## src/rtl/mem_arbiter.sv

```systemverilog
// mem_arbiter: shares one single-port memory between the fetch and data ports.
// Data has priority; a bounded starvation counter forces a fetch grant.
module mem_arbiter #(
   parameter int ADDR_WIDTH = 32,
   parameter int DATA_WIDTH = 32,
   parameter int STARVE_MAX = 4
) (
   input  logic                  clk,
   input  logic                  rst,
   input  logic                  inst_ce_i,
   input  logic [ADDR_WIDTH-1:0] inst_addr_i,
   output logic [DATA_WIDTH-1:0] inst_o,
   output logic                  inst_stall_o,
   input  logic                  data_ce_i,
   input  logic                  data_we_i,
   input  logic [ADDR_WIDTH-1:0] data_addr_i,
   input  logic [DATA_WIDTH-1:0] data_i,
   output logic [DATA_WIDTH-1:0] data_o,
   output logic                  data_stall_o,
   output logic                  mem_req_o,
   output logic                  mem_we_o,
   output logic [ADDR_WIDTH-1:0] mem_addr_o,
   output logic [DATA_WIDTH-1:0] mem_wdata_o,
   input  logic [DATA_WIDTH-1:0] mem_rdata_i,
   input  logic                  mem_ack_i
);
   typedef enum logic [2:0] {IDLE, BUSY_I, BUSY_D, RESP_I, RESP_D} state_t;
   localparam logic [3:0] SMAX = 4'(STARVE_MAX);

   state_t     r_state, w_next;
   logic [3:0] r_starve;
   logic       w_force, w_gnt_d, w_gnt_i;

   always_comb begin
      w_force = inst_ce_i & data_ce_i & (STARVE_MAX != 0) & (r_starve == SMAX);
      w_gnt_d = (r_state == IDLE) & data_ce_i & ~w_force;
      w_gnt_i = (r_state == IDLE) & inst_ce_i & ~w_gnt_d;
      w_next  = r_state;
      case (r_state)
         IDLE:    w_next = w_gnt_d ? BUSY_D : w_gnt_i ? BUSY_I : IDLE;
         BUSY_I:  w_next = mem_ack_i ? RESP_I : BUSY_I;
         BUSY_D:  w_next = mem_ack_i ? RESP_D : BUSY_D;
         default: w_next = IDLE;
      endcase
   end

   assign inst_stall_o = inst_ce_i & (r_state != RESP_I);
   assign data_stall_o = data_ce_i & (r_state != RESP_D);

   always_ff @(posedge clk or negedge rst) begin
      if (!rst) r_state <= IDLE;
      else      r_state <= w_next;
   end

   always_ff @(posedge clk or negedge rst) begin
      if (!rst) begin
         mem_req_o   <= 1'b0;
         mem_we_o    <= 1'b0;
         mem_addr_o  <= '0;
         mem_wdata_o <= '0;
         inst_o      <= '0;
         data_o      <= '0;
         r_starve    <= '0;
      end else begin
         if (w_gnt_d | w_gnt_i) begin
            mem_req_o  <= 1'b1;
            mem_we_o   <= w_gnt_d & data_we_i;
            mem_addr_o <= w_gnt_d ? data_addr_i : inst_addr_i;
            if (w_gnt_d) mem_wdata_o <= data_i;
         end else if ((r_state == BUSY_I || r_state == BUSY_D) && mem_ack_i) begin
            mem_req_o <= 1'b0;
            mem_we_o  <= 1'b0;
            if (r_state == BUSY_I) inst_o <= mem_rdata_i;
            if (r_state == BUSY_D && !mem_we_o) data_o <= mem_rdata_i;
         end
         // counts data grants that bypassed a waiting fetch
         if (w_gnt_i || (r_state == IDLE && !inst_ce_i)) r_starve <= '0;
         else if (w_gnt_d && r_starve != 4'hF) r_starve <= r_starve + 4'd1;
      end
   end
endmodule

```

## config.mk

```make
export PLATFORM = sky130hd
export DESIGN_NAME = mem_arbiter
export DESIGN_NICKNAME = d
export VERILOG_FILES = /design/src/rtl/mem_arbiter.sv
export SDC_FILE = /design/constraint.sdc
export NUM_CORES = 1
export LEC_CHECK = 0
export ABC_AREA = 0
export CORE_UTILIZATION = 50
export CTS_CLUSTER_DIAMETER = 60
export DETAILED_ROUTE_END_ITERATION = 8
export DONT_BUFFER_PORTS = 1
export GPL_TIMING_DRIVEN = 0
export PLACE_DENSITY = 0.67
export SLEW_MARGIN = 40
export SYNTH_ARGS = -nofsm -noshare
export SYNTH_HDL_FRONTEND = slang
export SYNTH_SLANG_ARGS = --single-unit
```

## constraint.sdc

```tcl
create_clock -name clk -period 3.5 [get_ports clk]
set_input_delay 0.7 -clock clk [delete_from_list [all_inputs] [get_ports clk]]
set_output_delay 0.7 -clock clk [all_outputs]
set_load 0.01 [all_outputs]
```

==> results of run 1 <==
==> final timing paths <==
check,endpoint,depth (start not counted),slack (ns),start
min in group clk,data_o[13]$_DFFE_PN0P_,1,0.32,mem_rdata_i[13]
hold / removal,data_o[26]$_DFFE_PN0P_,0,-0.12,rst
setup reg to reg,r_starve[0]$_DFFE_PN0P_,6,1.58,r_state[0]$_DFF_PN0_
max in group asynchronous,mem_wdata_o[21]$_DFFE_PN0P_,0,3.48,rst
hold reg to reg,data_o[13]$_DFFE_PN0P_,1,0.56,data_o[13]$_DFFE_PN0P_
setup / recovery,inst_stall_o,2,1.33,r_state[2]$_DFF_PN0_
==> critical path, delay by kind of cell, from the launching register on <==
kind,cells,cell delay [ns]
AOI/OAI and AO/OA,1,0.36
DFF,1,0.48
buffers and inverters,1,0.11
==> routing by layer <==
| layer | wire length (um) | part of all wire | vias to the layer above |
|---|---|---|---|
| li1 | - | - | 1418 |
| met1 | 4610 | 0.38 | 1668 |
| met2 | 5690 | 0.47 | 186 |
| met3 | 1470 | 0.12 | 20 |
| met4 | 218 | 0.018 | 0 |
| met5 | 0 | 0 | - |
==> cells by family (layout without fill, tap and decap cells) <==
kind of cell             Yosys count  in the layout  share of synthesized area
flip-flops                       137            137                      0.610
AO/OA/AOI/OAI                     81             81                      0.125
buffers and inverters             32             63                     0.0394
AND/OR/NAND/NOR                   20             20                     0.0276
multiplexers                      97             97                      0.194
adder cells (fa/ha/maj)            2              2                    0.00445
==> registers in the layout, summed over array words and instances, names as in the netlist <==
name / flops
r_state: 3
mem_we_o: 1
mem_addr_o: 32
inst_o: 32
data_o: 32
mem_req_o: 1
mem_wdata_o: 32
r_starve: 4
==> power by group <==
group	internal, uW	leakage (uW)	switching (uW)	total (uW)
registers	2380	0.00165	936	3320
clock network	1030	0.000270	622	1650
logic	1030	0.000807	700	1730
total	4440	0.00273	2260	6700
==> through the flow <==
stage,worst slack (ns),instances,total power (uW),utilization
3_5_place_dp,1.47,509,5090,0.533
4_1_cts,1.30,540,6780,0.584
6_report,1.33,540,6700,0.584
2_1_floorplan,1.65,369,4620,-
5_1_grt,1.23,540,7070,0.584
3_3_place_gp,1.42,509,5000,0.533
==> layout by cell type (no fill, tap or decap), types with 2 or more instances in the layout <==
| cell | instances |
|---|---|
| buf_6 | 11 |
| dfrtp_1 | 137 |
| clkinv_2 | 2 |
| a21boi_1 | 4 |
| clkbuf_8 | 6 |
| mux2_2 | 95 |
| nand3_1 | 3 |
| nand2_1 | 3 |
| buf_2 | 9 |
| a221o_1 | 32 |
| a21oi_1 | 3 |
| clkbuf_16 | 16 |
| a21boi_0 | 28 |
| clkbuf_1 | 9 |
| ha_1 | 2 |
| inv_1 | 4 |
| nor2_1 | 3 |
| buf_4 | 2 |
| mux2_1 | 2 |
| a22o_1 | 2 |
| clkinvlp_4 | 2 |
==> layout make-up <==
class                           instances  share of cell area
Sequential cell                       137               0.539
Multi-Input combinational cell        200               0.310
Clock buffer                           25              0.0778
Buffer                                 28              0.0325
Tap cell                              140              0.0276
Clock inverter                          6              0.0100
Inverter                                4             0.00236
==> results_dict.tcl, run 1 <==
set metrics [dict create \
    worstMarginPinSlew_ns 0.414 \
    grt_max_degree 138 \
    synth_ff_type "dfrtp_1" \
    leakagePower_uw 0.00273 \
    fmax_mhz 461 \
    outcome "finished with violations" \
    boundaryPins 266 \
    use_met3 0.105 \
    end_kind "output port" \
    synth-edff-count 0 \
    gr-usage-met2 0.309 \
    drc 0 \
    synthTopCellsByArea "dfrtp_1 (61%), mux2_2 (19%), a221o_1 (5.7%)" \
    violations "negative hold slack" \
    maxSlewHeadroom 0.724 \
    io_buffer_count 0 \
    crit_type "register to output port" \
    cts_tree "done" \
    hold_viol_final 137 \
    grt_pass1_wl_mm 17.6 \
    n_fill_cell 908 \
    wl_per_cell_um 22.2 \
    finalCritPeriodShare 0.620 \
    dp_hpwl_mm 8.45 \
    nets 524 \
    final_cell_area_um2 6360 \
    synth-seq-cells 137 \
    post_cts_resize_count 0 \
    first_iter_violations 164 \
    syn_inst 369 \
    synth.cell_area_um2 5620 \
    whs_ns -0.124 \
    grt_use_total 0.204 \
    max_stage_delay_ns 0.48 \
    finalSetupViolations 0 \
    core-area_um2 10900 \
    start_util 0.516 \
    regArea_um2 3430 \
    cts_buffers 17 \
    synthArstFlopShare 1.00 \
    htree_levels 4 \
    max-vdd-ir-drop_uv 584 \
    post_cts_buffers 0 \
    skew_ns 0.00808 \
    rsz0062_at_grt "no" \
    firstDrtPassIters 4 \
    start_kind "register" \
    vias 3292 \
    antenna_found_initial 0 \
    clock_tree.root_cell "clkbuf_8" \
    hold_class "primary input to asynchronous set/reset pin" \
    clockBufferDepth 2 \
    vias_per_cell 6.10 \
    clkSinkCount 137 \
    die_h_um 108 \
    finalCriticalPeriod_ns 2.17 \
    synth_fp_nets 505 \
    slew_violations 0 \
    power_density_nw_per_um2 1050 \
    cp_data_required_time_ns 2.80 \
    clk_pin_slew_ns 0.05 \
    synthMostInstantiatedCell "dfrtp_1" \
    n_antenna_cell 0 \
    wl_mm 12.0 \
    ys_seq_area_frac 0.610 \
    ant_nets 0 \
    crit_fanout 6 \
    cp_cell_sequence "inv_1, a31oi_1" \
    synth.distinct_cells 40 \
    overflow 0 \
    yosys_warnings 0 \
    die-area_um2 11700 \
    grt_util_met1 0.242 \
    synth_top_area_frac 0.610 \
    yosys.area.top_type "dfrtp_1" \
    cp.arrival_ns 1.47 \
    multi_input_area_um2 1970 \
    routabilityCongestion 0.839 \
    area_growth_syn_to_layout_pct 13.0 \
    insertion_delay_ns 0.52 \
    avgSynthCellArea_um2 15.2 \
    synthTopCellsByCount "dfrtp_1 (137), mux2_2 (95), a221o_1 (32)" \
    grt_pass1_vias 3302 \
    die_width_um 108 \
    grt_busiest_layer "met2" \
    row_count 38 \
    fin_setup_tns_ns 0 \
    cap_violations 0 \
    dpl_cell_area_um2 5800 \
    cp_slowest_cell "dfrtp_1" \
    drive_gt1_frac 0.380 \
]
Power figures use the tool's default switching activity.
==> run 2: changes to the inputs <==
- PLACE_DENSITY: 0.67 -> 0.7
- clock period: 3.5 -> 1.8 ns (I/O delays scaled with it)
==> results_dict.tcl, run 2 <==
set metrics [dict create \
    io_buffer_count 0 \
    tool.error "[ERROR RSZ-0060] Max buffer count reached." \
    synth.distinct_cells 40 \
    hold_buffers 110 \
    synth_ff_type "dfrtp_1" \
    routabilityCongestion 0.777 \
    avgSynthCellArea_um2 15.2 \
    row_count 38 \
    ys_seq_area_frac 0.610 \
    haltStage "4_1_cts" \
    synth-simple-area-share 0.0276 \
    synthTopCellsByArea "dfrtp_1 (61%), mux2_2 (19%), a221o_1 (5.7%)" \
    post_cts_resize_count 15 \
    syn_inst 369 \
    boundaryPins 266 \
    synth_top_area_frac 0.610 \
    outcome "did not finish" \
    synth.cell_area_um2 5620 \
    synth-compound-area-share 0.125 \
    synth_top_family_by_area "multiplexers" \
    start_util 0.516 \
    synth_fa_ha_area_frac 0.00445 \
    synth_fp_nets 505 \
    dp_hpwl_mm 8.75 \
    synth-seq-cells 137 \
    synth-edff-count 0 \
    yosys.area.top_type "dfrtp_1" \
    yosys_warnings 0 \
    synthTopCellsByCount "dfrtp_1 (137), mux2_2 (95), a221o_1 (32)" \
    die_width_um 108 \
    synthArstFlopShare 1.00 \
    synthMostInstantiatedCell "dfrtp_1" \
    clockBufferDepth 2 \
    post_cts_buffers 4 \
    die_h_um 108 \
    cts_buffers 17 \
    htree_levels 4 \
    synth_xor_area_frac 0 \
    clock_tree.root_cell "clkbuf_8" \
    clkSinkCount 137 \
    synth_mux_area_frac 0.194 \
]
[run 2: cell counts after synthesis]
No cell type changed its count.
[run 2: metrics by stage]
| stage | setup slack [ns] | util | std cells | setup TNS [ns] | area, um2 |
|---|---|---|---|---|---|
| 3_3_place_gp | -0.190 | 0.533 | 509 | -6.06 | 5800 |
| 3_5_place_dp | -0.143 | 0.533 | 509 | -5.27 | 5800 |
| 2_1_floorplan | 0.0877 | - | 369 | 0 | 5620 |
[run 2: cell families after synthesis]
kind of cell	count (synthesis)
mux	97
buf+inv	32
flops	137
simple gates	20
fa+ha+maj	2
compound gates	81
==> run 3: changes to the inputs <==
- CORE_UTILIZATION: 50 -> 35
- CTS_CLUSTER_DIAMETER: 60 -> unset
- PLACE_DENSITY: 0.7 -> unset
- PLACE_DENSITY_LB_ADDON: unset -> 0.15
- clock period: 1.8 -> 2.3 ns (I/O delays scaled with it)
==> results_dict.tcl, run 3 (synthesized netlist as in run 1, its figures left out) <==
set metrics [dict create \
    boundaryPins 266 \
    outcome "finished with violations" \
    dpl_worst_slack_ns 0.289 \
    leakagePower_uw 0.00274 \
    maxSlewHeadroom 0.693 \
    start_util 0.364 \
    htree_levels 4 \
    swShare 0.341 \
    violations "negative hold slack" \
    drt-met1-wl_mm 4.96 \
    clockBufferDepth 2 \
    clock_tree.root_cell "clkbuf_16" \
    post_cts_buffers 0 \
    wl_met2_mm 6.49 \
    layout_commonest_cell "dfrtp_1" \
    power_density_nw_per_um2 1600 \
    ant_nets 0 \
    grt_pass1_vias 3595 \
    wl_mm 13.2 \
    hold_class "primary input to asynchronous set/reset pin" \
    vias 3287 \
    internal_power_uw 6820 \
    cp.arrival_ns 2.30 \
    area_growth_syn_to_layout_pct 14.9 \
    skew_ns 0.00797 \
    grt_use_total 0.162 \
    crit_type "register to register" \
    rsz0062_at_grt "no" \
    clkSinkCount 137 \
    overflow 0 \
    insertion_delay_ns 0.42 \
    routabilityCongestion 0.790 \
    switching_power_uw 3530 \
    die_width_um 129 \
    grt_pass1_wl_mm 19.8 \
    die_h_um 129 \
    end_kind "register" \
    p_total_uw 10400 \
    clkPwrFrac 0.254 \
    cts_tree "done" \
    cp_data_required_time_ns 2.60 \
    route.met3.wl_mm 1.49 \
    n_antenna_cell 0 \
    fin_setup_tns_ns 0 \
    grt_max_degree 138 \
    power_frac_comb 0.256 \
    fin_util 0.419 \
    whs_ns -0.262 \
    wl_per_cell_um 21.5 \
    first_iter_violations 140 \
    dp_hpwl_mm 9.53 \
    drc 0 \
    hold_viol_final 137 \
    core-area_um2 15400 \
    drive_gt1_frac 0.382 \
    worstMarginPinSlew_ns 0.460 \
    max-vdd-ir-drop_uv 599 \
    routed.top_layer "met4" \
    row_count 45 \
    finalCriticalPeriod_ns 2.00 \
    post_cts_resize_count 0 \
    antenna_found_initial 0 \
    die-area_um2 16600 \
    finalSetupViolations 0 \
    slew_violations 0 \
    firstDrtPassIters 4 \
    seqPwrFrac 0.489 \
    io_buffer_count 0 \
    fmax_mhz 499 \
    cts_buffers 17 \
    nets 524 \
    vias_per_cell 5.37 \
    clk_pin_slew_ns 0.06 \
    finalCritPeriodShare 0.871 \
    final_cell_mix "dfrtp_1 (137), mux2_2 (95), a221o_1 (32)" \
    cap_violations 0 \
    start_kind "register" \
    crit_fanout 10 \
    worst_slack_ns 0.296 \
]
==> run 3: per-stage QoR <==
stage	cell area (um2)	hold slack, ns	std cells
2_1_floorplan	5620	0.164	369
3_3_place_gp	5890	0.168	580
3_5_place_dp	5890	0.168	580
4_1_cts	6460	-0.281	612
5_1_grt	6460	-0.290	612
6_report	6460	-0.262	612
==> run 3: power groups by stage <==
stage               Sequential (uW)  Clock [uW]  Combinational, uW
floorplan                      4770           0               2260
global placement               5120           0               2590
CTS                            5090        2700               2700
global route                   5230        2820               2910
detailed placement             5110           0               2700
finish                         5070        2630               2650
==> run 3: critical path: stages (launching register included) <==
cell and delay, ns:
dfrtp_1 0.35, buf_2 0.18, nor3_2 0.38, buf_2 0.28
buf_2 0.25, o21ai_0 0.16, mux2_2 0.28
==> run 3: layer usage <==
| metal | vias up | global-route usage |
|---|---|---|
| met3 | 19 | 0.0852 |
| met5 | - | 0 |
| met2 | 164 | 0.266 |
| met1 | 1685 | 0.174 |
| li1 | 1419 | - |
| met4 | 0 | 0.0713 |
==> run 3: final cells by class <==
class,instances,area (um2)
Fill cell,1441,8970
Sequential cell,137,3430
Multi-Input combinational cell,200,1970
Clock buffer,21,450
Tap cell,211,264
Buffer,28,206
Clock inverter,11,123
Inverter,4,15.0
==> run 3: path summary, 6_finish.rpt <==
path | startpoint | to | slack (ns) | cells after the start
max reg2reg | r_state[0]$_DFF_PN0_ | r_starve[0]$_DFFE_PN0P_ | 0.30 | 6
max in group asynchronous | rst | mem_wdata_o[20]$_DFFE_PN0P_ | 2.41 | 0
min reg2reg | data_o[13]$_DFFE_PN0P_ | data_o[13]$_DFFE_PN0P_ | 0.56 | 1
max | r_state[0]$_DFF_PN0_ | r_starve[0]$_DFFE_PN0P_ | 0.30 | 6
min in group clk | data_we_i | mem_we_o$_DFFE_PN0P_ | 0.17 | 1
min | rst | data_o[28]$_DFFE_PN0P_ | -0.26 | 0
==> run 4: changes to the inputs <==
- CTS_CLUSTER_SIZE: unset -> 14
==> results of run 4 <==
Final layout, timing and power as in run 3 (identical DEF).
